### src/rtl/uart_rx_if.sv
// Handshake and status bundle between the UART receive core and its host side.
// Master drives the line, tick, configuration and read strobe; slave is the core.
interface uart_rx_if;
  logic       baud_clock;
  logic       rx;
  logic       bit8;
  logic       parity_en;
  logic       odd_n_even;
  logic       read_rx_byte;
  logic [7:0] rx_byte;
  logic       rx_ready;
  logic       parity_err;
  logic       framing_err;
  logic       overflow;

  modport master (
    output baud_clock, rx, bit8, parity_en, odd_n_even, read_rx_byte,
    input  rx_byte, rx_ready, parity_err, framing_err, overflow
  );

  modport slave (
    input  baud_clock, rx, bit8, parity_en, odd_n_even, read_rx_byte,
    output rx_byte, rx_ready, parity_err, framing_err, overflow
  );
endinterface

### src/rtl/uart_rx_core.sv
// UART receive engine: synchronises and majority-filters rx on the 16x tick, frames
// start/data/parity/stop bits and presents the byte with a ready/read handshake.
module uart_rx_core #(
  parameter bit RX_LEGACY_MODE = 1'b0
) (
  input logic     i_clk,
  input logic     i_reset,
  uart_rx_if.slave bus
);

  typedef enum logic [2:0] {StIdle, StStart, StData, StParity, StStop, StBreak} state_e;

  logic       r_sync1, r_sync2;
  logic [2:0] r_hist;
  state_e     r_state, w_state_d;
  logic [3:0] r_tick, w_tick_d;
  logic [2:0] r_bit, w_bit_d;
  logic [7:0] r_shift, w_shift_d;
  logic       r_perr, w_perr_d;
  logic [7:0] r_rx_byte;
  logic       r_rx_ready, r_parity_err, r_framing_err, r_overflow;

  logic       w_filt;
  logic [7:0] w_data;
  logic [2:0] w_last_bit;
  logic       w_complete;
  logic       w_stop;

  assign w_filt     = (r_hist[0] & r_hist[1]) | (r_hist[0] & r_hist[2]) | (r_hist[1] & r_hist[2]);
  // In 7-bit mode bit 7 of the shift register is stale, so it is masked out.
  assign w_data     = {bus.bit8 & r_shift[7], r_shift[6:0]};
  assign w_last_bit = bus.bit8 ? 3'd7 : 3'd6;

  always_comb begin
    w_state_d  = r_state;
    w_tick_d   = r_tick;
    w_bit_d    = r_bit;
    w_shift_d  = r_shift;
    w_perr_d   = r_perr;
    w_complete = 1'b0;
    w_stop     = 1'b1;
    if (bus.baud_clock) begin
      unique case (r_state)
        StIdle: begin
          if (!w_filt) begin
            w_state_d = StStart;
            w_tick_d  = 4'd0;
          end
        end
        StStart: begin
          w_tick_d = r_tick + 4'd1;
          if (r_tick == 4'd7) begin
            if (w_filt) begin
              w_state_d = StIdle;
            end else begin
              w_state_d = StData;
              w_tick_d  = 4'd0;
              w_bit_d   = 3'd0;
              w_perr_d  = 1'b0;
            end
          end
        end
        StData: begin
          w_tick_d = r_tick + 4'd1;
          if (r_tick == 4'd15) begin
            w_shift_d[r_bit] = w_filt;
            w_bit_d          = r_bit + 3'd1;
            // >= keeps a mid-frame switch to 7-bit mode from running past the end.
            if (r_bit >= w_last_bit) w_state_d = bus.parity_en ? StParity : StStop;
          end
        end
        StParity: begin
          w_tick_d = r_tick + 4'd1;
          if (r_tick == 4'd15) begin
            w_perr_d  = (((^w_data) ^ w_filt) != bus.odd_n_even);
            w_state_d = StStop;
          end
        end
        StStop: begin
          w_tick_d = r_tick + 4'd1;
          if (r_tick == 4'd15) begin
            w_complete = 1'b1;
            w_stop     = w_filt;
            w_state_d  = w_filt ? StIdle : StBreak;
          end
        end
        StBreak: begin
          if (w_filt) w_state_d = StIdle;
        end
        default: w_state_d = StIdle;
      endcase
    end
  end

  always_ff @(posedge i_clk or posedge i_reset) begin
    if (i_reset) begin
      r_sync1 <= 1'b1;
      r_sync2 <= 1'b1;
      r_hist  <= 3'b111;
      r_state <= StIdle;
      r_tick  <= 4'd0;
      r_bit   <= 3'd0;
      r_shift <= 8'd0;
      r_perr  <= 1'b0;
    end else begin
      r_sync1 <= bus.rx;
      r_sync2 <= r_sync1;
      if (bus.baud_clock) r_hist <= {r_hist[1:0], r_sync2};
      r_state <= w_state_d;
      r_tick  <= w_tick_d;
      r_bit   <= w_bit_d;
      r_shift <= w_shift_d;
      r_perr  <= w_perr_d;
    end
  end

  always_ff @(posedge i_clk or posedge i_reset) begin
    if (i_reset) begin
      r_rx_byte     <= 8'd0;
      r_rx_ready    <= 1'b0;
      r_parity_err  <= 1'b0;
      r_framing_err <= 1'b0;
      r_overflow    <= 1'b0;
    end else if (w_complete) begin
      if (!r_rx_ready || bus.read_rx_byte) begin
        r_rx_byte     <= w_data;
        r_rx_ready    <= !(RX_LEGACY_MODE && bus.read_rx_byte);
        r_parity_err  <= r_perr & bus.parity_en;
        r_framing_err <= ~w_stop;
        if (bus.read_rx_byte) r_overflow <= 1'b0;
      end else begin
        r_overflow <= 1'b1;
      end
    end else if (bus.read_rx_byte && r_rx_ready) begin
      r_rx_ready <= 1'b0;
      r_overflow <= 1'b0;
    end
  end

  assign bus.rx_byte     = r_rx_byte;
  assign bus.rx_ready    = r_rx_ready;
  assign bus.parity_err  = r_parity_err;
  assign bus.framing_err = r_framing_err;
  assign bus.overflow    = r_overflow;

endmodule

### src/flat_wrapper.sv
// flat-port wrapper written by rule: the top's interface ports become plain ports
module uart_rx_core_flat 
#(
  parameter bit RX_LEGACY_MODE = 1'b0
)
  (i_clk, i_reset, bus_baud_clock, bus_rx, bus_bit8, bus_parity_en, bus_odd_n_even, bus_read_rx_byte, bus_rx_byte, bus_rx_ready, bus_parity_err, bus_framing_err, bus_overflow);
  uart_rx_if bus_i ();
  input logic i_clk;
  input logic i_reset;
  input wire logic [$bits(bus_i.baud_clock)-1:0] bus_baud_clock;
  input wire logic [$bits(bus_i.rx)-1:0] bus_rx;
  input wire logic [$bits(bus_i.bit8)-1:0] bus_bit8;
  input wire logic [$bits(bus_i.parity_en)-1:0] bus_parity_en;
  input wire logic [$bits(bus_i.odd_n_even)-1:0] bus_odd_n_even;
  input wire logic [$bits(bus_i.read_rx_byte)-1:0] bus_read_rx_byte;
  output wire logic [$bits(bus_i.rx_byte)-1:0] bus_rx_byte;
  output wire logic [$bits(bus_i.rx_ready)-1:0] bus_rx_ready;
  output wire logic [$bits(bus_i.parity_err)-1:0] bus_parity_err;
  output wire logic [$bits(bus_i.framing_err)-1:0] bus_framing_err;
  output wire logic [$bits(bus_i.overflow)-1:0] bus_overflow;
  assign bus_i.baud_clock = bus_baud_clock;
  assign bus_i.rx = bus_rx;
  assign bus_i.bit8 = bus_bit8;
  assign bus_i.parity_en = bus_parity_en;
  assign bus_i.odd_n_even = bus_odd_n_even;
  assign bus_i.read_rx_byte = bus_read_rx_byte;
  assign bus_rx_byte = bus_i.rx_byte;
  assign bus_rx_ready = bus_i.rx_ready;
  assign bus_parity_err = bus_i.parity_err;
  assign bus_framing_err = bus_i.framing_err;
  assign bus_overflow = bus_i.overflow;
  uart_rx_core #(.RX_LEGACY_MODE(RX_LEGACY_MODE)) u_core (.i_clk(i_clk), .i_reset(i_reset), .bus(bus_i));
endmodule
### config.mk
export PLATFORM = sky130hd
export DESIGN_NAME = uart_rx_core_flat
export DESIGN_NICKNAME = d
export VERILOG_FILES = /design/src/rtl/uart_rx_if.sv /design/src/rtl/uart_rx_core.sv /design/src/flat_wrapper.sv
export SDC_FILE = /design/constraint.sdc
export NUM_CORES = 1
export LEC_CHECK = 0
export BUFFER_PORTS_ARGS = -buffer_cell sky130_fd_sc_hd__buf_2
export CAP_MARGIN = 0
export CORE_MARGIN = 2
export CORE_UTILIZATION = 45
export CTS_BUF_LIST = sky130_fd_sc_hd__clkbuf_4
export DETAILED_ROUTE_END_ITERATION = 7
export GPL_TIMING_DRIVEN = 0
export PLACE_DENSITY_LB_ADDON = 0.12
export SLEW_MARGIN = 20
export SYNTH_ARGS = -nofsm -noshare
export SYNTH_HDL_FRONTEND = slang
export SYNTH_SLANG_ARGS = --single-unit
### constraint.sdc
create_clock -name i_clk -period 3.6 [get_ports i_clk]
set_clock_uncertainty 0.05 [all_clocks]
set_input_delay 0.36 -clock i_clk [delete_from_list [all_inputs] [get_ports i_clk]]
set_output_delay 0.36 -clock i_clk [all_outputs]
set_load 0.05 [all_outputs]
==> results.sh <==
export IMPL_status="finished, final reports clean"
export IMPL_antennaDiodeCount=0
export IMPL_layout_drive_gt1_share_pct=25.0
export IMPL_rsz0062_at_grt="no"
export IMPL_hold_violations=0
export IMPL_start_util_pct=47.2
export IMPL_ff_latch_area_sq_um=907
export IMPL_tns_ns=0
export IMPL_dp_hpwl_mm=2.62
export IMPL_port_buffers=19
export IMPL_antenna_found_initial=0
export IMPL_worstPathRequired_ns=3.78
export IMPL_final_cell_mix="31 x dfrtp_1, 22 x buf_2, 17 x nand2_1"
export IMPL_drv_slew=0
export IMPL_critPathKind="flip-flop to flip-flop"
export IMPL_tritoncts="yes"
export IMPL_grt_pass1_wl_mm=6.38
export IMPL_post_drt_via_cell_ratio=5.41
export IMPL_hold_slack_ns=0.0560
export IMPL_netlist_top_cells_area="dfrtp_1 41%, mux2_1 9.5%, dfstp_2 6.9%"
export IMPL_synth_cell_type_count=45
export IMPL_critPathCaptureType="flip-flop"
export IMPL_cts_buffer_depth=2
export IMPL_dr_pass1_iters=4
export IMPL_syn_num_nets=196
export IMPL_cts_buffers=5
export IMPL_path_max_fanout=10
export IMPL_multi_input_area_sq_um=890
export IMPL_synthFlopType="dfrtp_1"
export IMPL_ys_warn_count=0
export IMPL_die_h_microns=69.0
export IMPL_clk_pin_slew_ns=0.12
export IMPL_finalSetupViolations=0
export IMPL_async_flop_share_pct=100
export IMPL_fill_cells=372
export IMPL_core_area_sq_um=4030
export IMPL_ys_seq_area_share_pct=47.7
export IMPL_hold_buffers=0
export IMPL_die_area_sq_um=4760
export IMPL_syn2layout_area_growth_pct=12.5
export IMPL_num_vias=1418
export IMPL_synth_largest_area_cell="dfrtp_1"
export IMPL_cts_max_level=2
export IMPL_cp_data_arrival_time_ns=2.27
export IMPL_cts_resized=0
export IMPL_cts_sink_count=36
export IMPL_layout_commonest_cell="dfrtp_1"
export IMPL_timing_slew_headroom_pct=49.9
export IMPL_drcViolationCount=0
export IMPL_stdcell_count=262
export IMPL_syn_inst=185
export IMPL_worst_pin_slew_ns=0.751
export IMPL_routedWlPerCell_microns=13.9
export IMPL_grt_total_usage_pct=16.7
export IMPL_wirelength_mm=3.64
export IMPL_drt_iter0_drc=61
export IMPL_timing_fmax_mhz=479
export IMPL_ctsRootBufferMaster="clkbuf_4"
export IMPL_syn_cell_area_sq_um=1900
export IMPL_dpl_cell_count=254
export IMPL_fp_dieW_microns=69.0
export IMPL_grt_max_degree=37
export IMPL_row_count=23
export IMPL_synth_edf_count=0
export IMPL_synth_top_area_share_pct=40.8
export IMPL_worst_skew_pair_late_latency_ns=0.34
export IMPL_min_path_type="input pin to flip-flop"
export IMPL_synth_avg_cell_area_sq_um=10.3
export IMPL_min_period_ns=2.09
export IMPL_postCtsSetupRepairBufs=0
export IMPL_ios=20
export IMPL_final_nets=222
export IMPL_drv_cap=0
export IMPL_power_density_nw_per_um2=499
export IMPL_timing_final_crit_share_pct=58.0
export IMPL_ys_seq_elements=36
export IMPL_gp_congestion=0.913
export IMPL_postRouteAntennaNets=0
export IMPL_critPathLaunchType="flip-flop"
export IMPL_grt_ovfl_total=0
export IMPL_p_leak_nw=1.04
export IMPL_grt_pass1_vias=1332
export IMPL_ir_worst_vdd_uv=290
-- power breakdown --
part           leakage, nW  switching (mW)  internal [mW]
combinational        0.536           0.186          0.121
sequential           0.460          0.0292          0.447
clock               0.0412           0.139          0.145
total                 1.04           0.355          0.713
-- synth_stat cells, drive strengths merged (5+ instances only) --
| cell | instances |
|---|---|
| o21ai | 12 |
| nor2 | 8 |
| xnor2 | 8 |
| a21oi | 10 |
| clkbuf | 5 |
| buf | 7 |
| nand3 | 10 |
| nand2 | 18 |
| dfrtp | 31 |
| inv | 10 |
| dfstp | 5 |
| mux2 | 19 |
| nor2b | 5 |
-- critical path: stages (launching register included) --
cell     delay, ns
dfrtp_1       0.45
ha_1          0.24
and3_1        0.16
buf_4         0.14
nand4_2       0.15
a21oi_2       0.27
buf_6         0.19
mux2_1        0.33
-- registers in the layout (all words and copies together) (netlist names), 3 cells and up --
name                count
u_core.bus.rx_byte      8
u_core.r_shift          8
u_core.r_tick           4
u_core.r_bit            3
u_core.r_hist           3
u_core.r_state          3
-- cell families after synthesis --
logic type	after synthesis	synth area share [%]
and+or+nand+nor	62	18.1
DFF	36	47.7
AOI/OAI and AO/OA	32	10.2
buffers and inverters	22	5.53
muxes	20	11.8
xor gates and xnor gates	9	4.14
adders and majority gates	4	2.57
-- metal layers --
layer,GRT usage (%),up-vias,routed length (microns)
met5,0,-,0
met4,6.32,0,46
met3,4.39,6,164
met2,25.2,40,1700
met1,23.1,677,1730
li1,-,695,-
-- path summary, 6_finish.rpt --
| path | startpoint | end | cells after the start | slack (ns) |
|---|---|---|---|---|
| max in group asynchronous | i_reset | u_core.r_shift[7] | 2 | 2.94 |
| min in group asynchronous | i_reset | u_core.r_tick[3] | 2 | 0.08 |
| min | bus_rx | u_core.r_sync1 | 1 | 0.06 |
| min reg2reg | u_core.r_sync1 | u_core.r_sync2 | 0 | 0.31 |
| max reg2reg | u_core.r_tick[1] | u_core.bus.rx_byte[1] | 7 | 1.51 |
| max | u_core.r_tick[1] | u_core.bus.rx_byte[1] | 7 | 1.51 |
-- final cells by class --
class                   count  area share, %
multi-input cells         127           41.6
plain buffers              12           3.16
well taps                  50           2.92
inverters                  10           1.75
repair buffers             19           4.44
clock inverters             3           1.99
clock buffers               5           1.75
flip-flops and latches     36           42.4
-- per-stage QoR --
step | setup slack [ns] | cell area, sq um | util (%) | power (mW)
global placement | 1.55 | 2060 | 51.1 | 0.773
CTS | 1.47 | 2140 | 53.1 | 1.08
detailed placement | 1.50 | 2060 | 51.1 | 0.790
finish | 1.51 | 2140 | 53.1 | 1.07
global route | 1.36 | 2140 | 53.1 | 1.14
floorplan | 1.74 | 1900 | - | 0.721
(Power assumes the default switching activity.)
